===== config.mk =====
export PLATFORM = sky130hd
export DESIGN_NAME = vend_ctrl
export DESIGN_NICKNAME = d
export VERILOG_FILES = /design/src/rtl/vend_pkg.sv /design/src/rtl/vend_payout_reg.sv /design/src/rtl/vend_ctrl.sv
export SDC_FILE = /design/constraint.sdc
export NUM_CORES = 1
export LEC_CHECK = 0
export ABC_AREA = 1
export BUFFER_PORTS_ARGS = -buffer_cell sky130_fd_sc_hd__buf_4
export CAP_MARGIN = 20
export CELL_PAD_IN_SITES_DETAIL_PLACEMENT = 1
export CELL_PAD_IN_SITES_GLOBAL_PLACEMENT = 2
export CORE_MARGIN = 2
export CORE_UTILIZATION = 30
export CTS_BUF_LIST = sky130_fd_sc_hd__clkbuf_16
export CTS_CLUSTER_SIZE = 28
export DETAILED_ROUTE_END_ITERATION = 7
export GPL_ROUTABILITY_DRIVEN = 0
export GPL_TIMING_DRIVEN = 1
export PLACE_DENSITY_LB_ADDON = 0.1
export SLEW_MARGIN = 20
export SYNTH_ARGS = -nofsm -noshare
export SYNTH_HDL_FRONTEND = slang
export SYNTH_HIERARCHICAL = 1
export SYNTH_SLANG_ARGS = --single-unit

===== constraint.sdc =====
create_clock -name clk -period 2.4 [get_ports clk]
set_input_delay 0.48 -clock clk [delete_from_list [all_inputs] [get_ports clk]]
set_output_delay 0.48 -clock clk [all_outputs]
set_load 0.01 [all_outputs]

===== src/rtl/vend_pkg.sv =====
`default_nettype none
// ============================================================================
// Module      : vend_pkg
// Description : Shared types and helpers for the vending controller
//               (state encoding, credit width helper, default coin mask).
// Revision    : 1.0 - initial release
// ============================================================================
package vend_pkg;

    typedef enum logic [3:0] {
        ST_IDLE    = 4'b0001,
        ST_COLLECT = 4'b0010,
        ST_VEND    = 4'b0100,
        ST_PAYOUT  = 4'b1000
    } vend_state_e;

    localparam logic [7:0] C_DEFAULT_COIN_MASK = 8'b0010_0110;

    // Wide enough for the largest credit+coin sum: (PRICE-1) + (2**COIN_W-1).
    function automatic int credit_width(input int price, input int coin_w);
        return $clog2(price + 2**coin_w);
    endfunction

endpackage
`default_nettype wire


===== src/rtl/vend_payout_reg.sv =====
`default_nettype none
// ============================================================================
// Module      : vend_payout_reg
// Description : Change/refund holding register with valid/ready output.
//               Loaded by the controller FSM, reports completion back.
// Revision    : 1.0 - initial release
// ============================================================================
module vend_payout_reg #(
    parameter int WIDTH = 4
) (
    input  logic             clk,
    input  logic             rst,
    input  logic             i_load,
    input  logic [WIDTH-1:0] i_load_val,
    input  logic             i_check_rdy,
    output logic [WIDTH-1:0] o_check,
    output logic             o_check_vld,
    output logic             o_done
);

    logic [WIDTH-1:0] r_check;
    logic             r_vld;

    // Value stays frozen until accepted, then returns to zero.
    always_ff @(posedge clk) begin
        if (rst) begin
            r_check <= '0;
            r_vld   <= 1'b0;
        end else if (i_load) begin
            r_check <= i_load_val;
            r_vld   <= 1'b1;
        end else if (r_vld && i_check_rdy) begin
            r_check <= '0;
            r_vld   <= 1'b0;
        end
    end

    assign o_check     = r_check;
    assign o_check_vld = r_vld;
    assign o_done      = r_vld && i_check_rdy;

endmodule
`default_nettype wire


===== src/rtl/vend_ctrl.sv =====
`default_nettype none
// ============================================================================
// Module      : vend_ctrl
// Description : Coin-operated vending controller: credit accumulation, vend
//               pulse, change/refund payout. Optional inactivity auto-refund
//               enabled by defining VEND_TIMEOUT_EN.
// Revision    : 1.0 - initial release
// ============================================================================
module vend_ctrl
    import vend_pkg::*;
#(
    parameter int                     PRICE       = 5,
    parameter int                     COIN_W      = 3,
    parameter logic [2**COIN_W-1:0]   COIN_MASK   = (2**COIN_W)'(C_DEFAULT_COIN_MASK),
    parameter int                     TIMEOUT_CYC = 255,
    localparam int                    CREDIT_W    = credit_width(PRICE, COIN_W)
) (
    input  logic                clk,
    input  logic                rst,
    input  logic [COIN_W-1:0]   m_in,
    input  logic                m_in_vld,
    output logic                m_in_rdy,
    input  logic                cancel,
    output logic                qout,
    output logic [CREDIT_W-1:0] check,
    output logic                check_vld,
    input  logic                check_rdy,
    output logic                reject,
    output logic [CREDIT_W-1:0] credit
);

    localparam logic [CREDIT_W-1:0] c_price = CREDIT_W'(PRICE);

    vend_state_e          r_state;
    vend_state_e          w_state_nxt;
    logic [CREDIT_W-1:0]  r_credit;
    logic [CREDIT_W-1:0]  w_credit_nxt;
    logic [CREDIT_W-1:0]  r_change;
    logic [CREDIT_W-1:0]  w_change_nxt;
    logic                 r_reject;
    logic                 w_coin_acc;
    logic                 w_coin_legal;
    logic [CREDIT_W-1:0]  w_sum;
    logic                 w_load;
    logic [CREDIT_W-1:0]  w_load_val;
    logic                 w_done;
    logic                 w_timeout;

    assign m_in_rdy     = (r_state == ST_IDLE) || (r_state == ST_COLLECT);
    assign w_coin_acc   = m_in_vld && m_in_rdy;
    assign w_coin_legal = w_coin_acc && (m_in != '0) && COIN_MASK[m_in];
    assign w_sum        = r_credit + CREDIT_W'(m_in);

`ifdef VEND_TIMEOUT_EN
    localparam int c_tmo_w = (TIMEOUT_CYC > 1) ? $clog2(TIMEOUT_CYC) : 1;

    logic [c_tmo_w-1:0] r_tmo_cnt;

    assign w_timeout = (r_state == ST_COLLECT) && !w_coin_legal &&
                       (r_tmo_cnt == c_tmo_w'(TIMEOUT_CYC - 1));

    always_ff @(posedge clk) begin
        if (rst) begin
            r_tmo_cnt <= '0;
        end else if ((r_state != ST_COLLECT) || w_coin_legal || w_timeout) begin
            r_tmo_cnt <= '0;
        end else begin
            r_tmo_cnt <= r_tmo_cnt + 1'b1;
        end
    end
`else
    assign w_timeout = 1'b0;
`endif

    always_ff @(posedge clk) begin
        if (rst) begin
            r_state  <= ST_IDLE;
            r_credit <= '0;
            r_change <= '0;
            r_reject <= 1'b0;
        end else begin
            r_state  <= w_state_nxt;
            r_credit <= w_credit_nxt;
            r_change <= w_change_nxt;
            r_reject <= w_coin_acc && !w_coin_legal;
        end
    end

    always_comb begin
        w_state_nxt  = r_state;
        w_credit_nxt = r_credit;
        w_change_nxt = r_change;
        w_load       = 1'b0;
        w_load_val   = r_change;
        unique case (r_state)
            ST_IDLE, ST_COLLECT: begin
                // Abort wins over vend: a coin reaching PRICE is refunded too.
                if ((r_state == ST_COLLECT) && (cancel || w_timeout)) begin
                    w_load       = 1'b1;
                    w_load_val   = w_coin_legal ? w_sum : r_credit;
                    w_credit_nxt = '0;
                    w_state_nxt  = ST_PAYOUT;
                end else if (w_coin_legal) begin
                    if (w_sum >= c_price) begin
                        w_change_nxt = w_sum - c_price;
                        w_credit_nxt = '0;
                        w_state_nxt  = ST_VEND;
                    end else begin
                        w_credit_nxt = w_sum;
                        w_state_nxt  = ST_COLLECT;
                    end
                end
            end
            ST_VEND: begin
                w_change_nxt = '0;
                if (r_change != '0) begin
                    w_load      = 1'b1;
                    w_load_val  = r_change;
                    w_state_nxt = ST_PAYOUT;
                end else begin
                    w_state_nxt = ST_IDLE;
                end
            end
            ST_PAYOUT: begin
                if (w_done) begin
                    w_state_nxt = ST_IDLE;
                end
            end
            default: begin
                w_state_nxt = ST_IDLE;
            end
        endcase
    end

    vend_payout_reg #(
        .WIDTH (CREDIT_W)
    ) u_payout (
        .clk         (clk),
        .rst         (rst),
        .i_load      (w_load),
        .i_load_val  (w_load_val),
        .i_check_rdy (check_rdy),
        .o_check     (check),
        .o_check_vld (check_vld),
        .o_done      (w_done)
    );

    assign qout   = (r_state == ST_VEND);
    assign reject = r_reject;
    assign credit = r_credit;

endmodule
`default_nettype wire

==> key figures, run 1 <==
Timing
  • Worst hold slack: 0.477 ns
  • Min cycle time layout: 2.20 ns
  • Slew of the pin with the lowest slew margin: 0.214 ns
  • Final Hold Fails: 0
  • Max_slew headroom: 0.856
  • Clock Skew: 0.00185 ns
  • TNS Setup: 0 ns
  • Period utilisation layout: 0.918
  • Finish-stage setup viols: 0
  • Peak Freq: 0.454 GHz
  • Unrepaired setup endpoints after global routing: false
  • Max-slew violations: 0

Route
  • Vias per Instance: 4.75
  • # DRC: 0
  • ANT nets after route: 0
  • WL final: 3.12 mm
  • Drt pass-1 iters: 4
  • Vias: 1154
  • Post-DR wirelength/cell: 12.8 um
  • Initial detailed-routing violation count: 27

Worst setup path
  • Crit. End Element: register
  • Critical Path AT: 2.39 ns
  • Worst-path cell chain: buf_4 > ha_1 > fa_1 > inv_1 > ha_1 > nand2_1 > nand3_1 > nand3_1 > inv_1 > nor2_4 > nand2_1 > a21oi_2
  • Top delay family on crit path: adder cells
  • Worst-path fanout max: 5
  • Critical Path Start Type: input pin
  • CP max stage delay: 0.51 ns
  • CP required: 2.59 ns
  • Critical-path top delay cell: fa_1
  • CP bufs+invs: 3
  • Flop-to-flop setup slack: 0.25 ns
  • Critical path class: input pin to register

Global route
  • Initial antenna violation count: 0
  • Grt ovf: 0
  • Total GRT Usage: 0.155
  • First-pass GRT wire length: 5.29 mm
  • Largest net degree at the start of global routing: 18
  • Vias in the first global route: 1191

CTS
  • Postcts setup bufs: 0
  • Clock sinks: 18
  • H-tree levels: 1
  • Root Driver: clkbuf_16
  • CTS Hold Bufs: 0
  • Total CTS buffers: 3
  • TritonCTS clock tree: built
  • Clk Latency, worst-skew pair: 0.25 ns
  • Clock slew at reported path FFs: 0.05 ns
  • Post-CTS sizing: 0
  • Clk buf depth: 2

Power and ir drop
  • Comb power frac: 0.289
  • Internal Power: 0.635 mW
  • Switching pwr: 0.292 mW
  • Sw frac: 0.315
  • Pwr Total: 0.928 mW
  • Flop pwr share: 0.355
  • Clock power share: 0.356
  • PwrDens: 617 mW/mm^2
  • Static leakage: 0.711 nW
  • Peak supply drop: 0.198 mV

Synthesis
  • Mapped cell area: 0.00120 mm^2
  • Sequential share of the synthesized area: 0.299
  • Syn. warnings: 6
  • Cells after Synth: 169
  • Library cells used by synthesis: 27
  • Mapped Avg Cell Area: 7.13 um^2
  • Syn nets: 185
  • #FFs+latches synth: 18
  • Leading area contributor after synthesis: dfxtp_1
  • Top cells by area, synth: dfxtp_1, nand2_1, inv_1, nand3_1, ha_1
  • Post-synth top area share: 0.299

Floorplan
  • Row cnt: 23
  • IO Pins: 20
  • Die Width: 67.4 um
  • Core ar.: 0.00394 mm^2
  • Area of the die: 0.00454 mm^2
  • Initial core utilization: 0.306
  • Die Y: 67.4 um

Final layout
  • Most common cell after layout, fill and taps aside: nand2_1
  • Share of cells above drive strength 1: 0.233
  • Nets: 211
  • Ant diodes: 0
  • Post-Layout Cell Count: 243
  • Filler Cells Inserted: 500
  • Commonest non-fill, non-tap cells in the layout: nand2_1, inv_1, buf_4
  • Area grow syn2layout: 24.8%

Worst hold path
  • Hold Path Class: register to register

Placed design
  • Placed cell count: 240
  • Hpwl dp: 2.64 mm
  • IO Port Bufs: 19

Outcome
  • Status: completed

Job
  • Max Cap Violations: 0
==> worst paths after layout <==
kind | start | cells past startpoint | endpoint
setup / recovery | m_in[0] | 12 | r_change[3]
hold / removal | u_payout/o_check[3] | 2 | u_payout/o_check[3]
setup reg to reg | credit[0] | 11 | r_change[3]
hold reg to reg | u_payout/o_check[3] | 2 | u_payout/o_check[3]
==> flip-flops by register name (all words and copies together) (netlist names) <==
| register | cells |
|---|---|
| r_state | 4 |
| reject | 1 |
| credit | 4 |
| u_payout/o_check_vld | 1 |
| r_change | 4 |
| u_payout/o_check | 4 |
==> cells by family (layout without fill, tap and decap cells) <==
family                   Yosys count  count (layout)  synth area share
AND/OR/NAND/NOR                   80              80             0.366
buffers and inverters             35              59             0.109
AO/OA/AOI/OAI                     27              27             0.130
flip-flops                        18              18             0.299
adder cells (fa/ha/maj)            8               8            0.0893
XOR/XNOR                           1               1           0.00727
==> cell usage after synthesis <==
master    instances
a21oi_1          11
a21oi_2           4
clkbuf_1          1
clkinv_1          2
dfxtp_1          18
fa_1              1
ha_1              7
inv_1            29
inv_2             3
nand2_1          36
nand2_4           2
nand3_1          19
nand3_2           3
nand3_4           1
nand4_1           1
nand4_2           1
nand4_4           1
nor2_1            9
nor2_4            4
nor3_1            1
nor3_2            1
nor4_1            1
o211ai_1          1
o21ai_0           6
o21ai_1           2
o22ai_1           3
xor2_1            1
==> through the flow <==
stage	instance area, um^2	setup slack, ns	utilization
after floorplan	1200	0.192	-
after global placement	1430	-0.0398	0.362
after detailed placement	1430	-0.0853	0.362
after CTS	1500	0.164	0.381
after global routing	1500	0.0530	0.381
final	1500	0.197	0.381
==> routing by layer <==
layer	share of wire	GRT usage	vias to the layer above	wire, um
met1	0.44	0.179	537	1390
li1	-	-	594	-
met3	0.020	0.0100	4	62
met5	0	0	-	0
met4	0.017	0.0612	0	52
met2	0.52	0.296	19	1620
==> cell type report <==
cell class                 instances  area (um^2)  area share
timing repair buffer              22          165       0.110
tap                               50         62.6      0.0416
inverter                          34          128      0.0849
multi-input combinational        116          713       0.474
sequential                        18          360       0.240
clock buffer                       3         75.1      0.0499
==> power by group through the flow <==
| stage | Clock (mW) | Sequential (mW) | Combinational, mW |
|---|---|---|---|
| 3_3_place_gp | 0 | 0.336 | 0.266 |
| 3_5_place_dp | 0 | 0.336 | 0.272 |
| 2_1_floorplan | 0 | 0.335 | 0.187 |
| 5_1_grt | 0.353 | 0.331 | 0.302 |
| 4_1_cts | 0.339 | 0.329 | 0.273 |
| 6_report | 0.330 | 0.330 | 0.268 |
==> tightest hold or removal path, stage by stage (launching register included) <==
cell and delay, ns:
dfxtp_1 0.30, nand3_1 0.07, a21oi_1 0.05
Note: power is estimated with default switching activity, not from simulation.
==> run 2, diff against run 1 <==
--- a/config.mk
+++ b/config.mk
@@ -17,6 +17,7 @@
 export DETAILED_ROUTE_END_ITERATION = 7
 export GPL_ROUTABILITY_DRIVEN = 0
 export GPL_TIMING_DRIVEN = 1
+export MAX_ROUTING_LAYER = met4
 export PLACE_DENSITY_LB_ADDON = 0.1
 export SLEW_MARGIN = 20
 export SYNTH_ARGS = -nofsm -noshare
==> run 2 against run 1 <==
Sequential power is essentially flat. Utilization is the same. Sequential share of layout area is the same. Power is essentially flat. Combinational power is essentially flat. Via count is the same. Global-route usage grew 0.45 points. Setup slack is essentially flat. Cell count is the same. Register-to-register slack is essentially flat. Die area is the same. Final area is the same. Largest power group unchanged.
==> key figures, run 2 (synthesis results as in run 1) <==
Timing
  • Unrepaired setup endpoints after global routing: false (unchanged)
  • Worst hold slack: 0.477 ns (about the same)
  • Slack of the critical path: 0.197 ns (about the same)
  • Slew of the pin with the lowest slew margin: 0.214 ns (about the same)
  • Clock Skew: 0.00183 ns (was 0.00185 ns)
  • Max-slew violations: 0 (unchanged)
  • Peak Freq: 0.454 GHz (about the same)
  • Min cycle time layout: 2.20 ns (about the same)
  • Max_slew headroom: 0.856 (about the same)
  • Final Hold Fails: 0 (unchanged)
  • Finish-stage setup viols: 0 (unchanged)
  • Period utilisation layout: 0.918 (about the same)
  • TNS Setup: 0 ns (unchanged)

Worst setup path
  • Critical Path Start: m_in[0] (unchanged)
  • Crit. End Element: register (unchanged)
  • CP max stage delay: 0.51 ns (about the same)
  • Top delay family on crit path: adder cells (unchanged)
  • R2R Path Start: credit[0] (unchanged)
  • Critical path class: input pin to register (unchanged)
  • CP required: 2.59 ns (about the same)
  • CP bufs+invs: 3 (unchanged)
  • Worst-path cell chain: buf_4 > ha_1 > fa_1 > inv_1 > ha_1 > nand2_1 > nand3_1 > nand3_1 > inv_1 > nor2_4 > nand2_1 > a21oi_2 (unchanged)
  • Critical-path top delay cell: fa_1 (unchanged)
  • Worst-path fanout max: 5 (unchanged)
  • Critical Path Start Type: input pin (unchanged)
  • Critical Path AT: 2.39 ns (about the same)

Route
  • Initial detailed-routing violation count: 35 (was 27)
  • DR top layer: met4 (unchanged)
  • Metal2 WL: 1.62 mm (about the same)
  • WL met1: 1.38 mm (was 1.39 mm)
  • WL final: 3.12 mm (about the same)
  • # DRC: 0 (unchanged)
  • Vias: 1154 (unchanged)
  • Post-DR wirelength/cell: 12.8 um (about the same)
  • Drt pass-1 iters: 4 (unchanged)
  • ANT nets after route: 0 (unchanged)
  • Routed met3 length: 62 um (unchanged)
  • Vias per Instance: 4.75 (unchanged)

Final layout
  • Most common cell after layout, fill and taps aside: nand2_1 (unchanged)
  • Share of cells above drive strength 1: 0.233 (unchanged)
  • Ant diodes: 0 (unchanged)
  • Filler Cells Inserted: 500 (unchanged)
  • Area grow syn2layout: 24.8% (unchanged)
  • Nets: 211 (unchanged)
  • Commonest non-fill, non-tap cells in the layout: nand2_1, inv_1, buf_4 (unchanged)

Placed design
  • Hpwl dp: 2.64 mm (unchanged)
  • IO Port Bufs: 19 (unchanged)
  • Dpl ws: -0.0853 ns (unchanged)

CTS
  • Root Driver: clkbuf_16 (unchanged)
  • H-tree levels: 1 (unchanged)
  • Clk Latency, worst-skew pair: 0.25 ns (about the same)
  • Total CTS buffers: 3 (unchanged)
  • Post-CTS sizing: 0 (unchanged)
  • TritonCTS clock tree: built (unchanged)
  • Clock slew at reported path FFs: 0.05 ns (about the same)
  • Clock sinks: 18 (unchanged)
  • Clk buf depth: 2 (unchanged)
  • Postcts setup bufs: 0 (unchanged)
  • CTS Hold Bufs: 0 (unchanged)

Floorplan
  • Core ar.: 0.00394 mm^2 (unchanged)
  • IO Pins: 20 (unchanged)
  • Row cnt: 23 (unchanged)
  • Die Y: 67.4 um (unchanged)
  • Area of the die: 0.00454 mm^2 (unchanged)
  • Initial core utilization: 0.306 (unchanged)
  • Die Width: 67.4 um (unchanged)

Global route
  • Total GRT Usage: 0.160 (was 0.155)
  • First-pass GRT wire length: 5.29 mm (unchanged)
  • Largest net degree at the start of global routing: 18 (unchanged)
  • Vias in the first global route: 1191 (unchanged)
  • Grt ovf: 0 (unchanged)
  • Initial antenna violation count: 0 (unchanged)

Job
  • Max Cap Violations: 0 (unchanged)

Worst hold path
  • Hold Crit Start: u_payout/o_check[3] (unchanged)
  • Hold Path Class: register to register (unchanged)

Power and ir drop
  • Switching pwr: 0.292 mW (about the same)
  • Sw frac: 0.315 (about the same)
  • Clock power share: 0.356 (about the same)
  • Internal Power: 0.635 mW (unchanged)
  • Static leakage: 0.711 nW (unchanged)
  • Peak supply drop: 0.198 mV (about the same)
  • Comb power frac: 0.289 (about the same)
  • PwrDens: 617 mW/mm^2 (about the same)
  • Flop pwr share: 0.356 (was 0.355)

Outcome
  • Status: completed (unchanged)
==> run 2: cell counts in the layout (fill, tap and decap cells not counted) <==
No cell type changed its count.
==> run 2: cell type report <==
type | count | area, um^2 | area share
multi-input combinational | 116 | 713 | 0.474
sequential | 18 | 360 | 0.240
timing repair buffer | 22 | 165 | 0.110
inverter | 34 | 128 | 0.0849
clock buffer | 3 | 75.1 | 0.0499
tap | 50 | 62.6 | 0.0416
==> run 2: stage by stage <==
stage	std cells	power, mW	area [um^2]	utilization
2_1_floorplan	169	0.522	1200	-
5_1_grt	243	0.986	1500	0.381
3_5_place_dp	240	0.608	1430	0.362
6_report	243	0.927	1500	0.381
3_3_place_gp	240	0.602	1430	0.362
4_1_cts	243	0.942	1500	0.381
==> run 2: worst paths after layout <==
check | cells past startpoint | endpoint | slack [ns]
worst max-delay path | 12 | r_change[3] | 0.20
worst min register to register | 2 | u_payout/o_check[3] | 0.48
worst max register to register | 11 | r_change[3] | 0.25
worst min-delay path | 2 | u_payout/o_check[3] | 0.48
==> run 2: metal layers <==
layer  track usage  vias to the layer above
met4        0.0612                        0
met1         0.178                      539
li1              -                      594
met2         0.297                       17
met5             -                        -
met3        0.0100                        4
==> run 2: power by group through the flow <==
| stage | clock network (mW) | registers, mW | logic (mW) |
|---|---|---|---|
| floorplan | 0 | 0.335 | 0.187 |
| global placement | 0 | 0.336 | 0.266 |
| detailed placement | 0 | 0.336 | 0.272 |
| CTS | 0.339 | 0.329 | 0.273 |
| global route | 0.353 | 0.331 | 0.302 |
| finish | 0.330 | 0.330 | 0.268 |
==> run 2: worst reg2reg max path, stage by stage, from the launching register on <==
cell	delay, ns
dfxtp_1	0.31
ha_1	0.23
fa_1	0.51
inv_1	0.08
ha_1	0.22
nand2_1	0.07
nand3_1	0.08
nand3_1	0.12
inv_1	0.12
nor2_4	0.14
nand2_1	0.09
a21oi_2	0.12
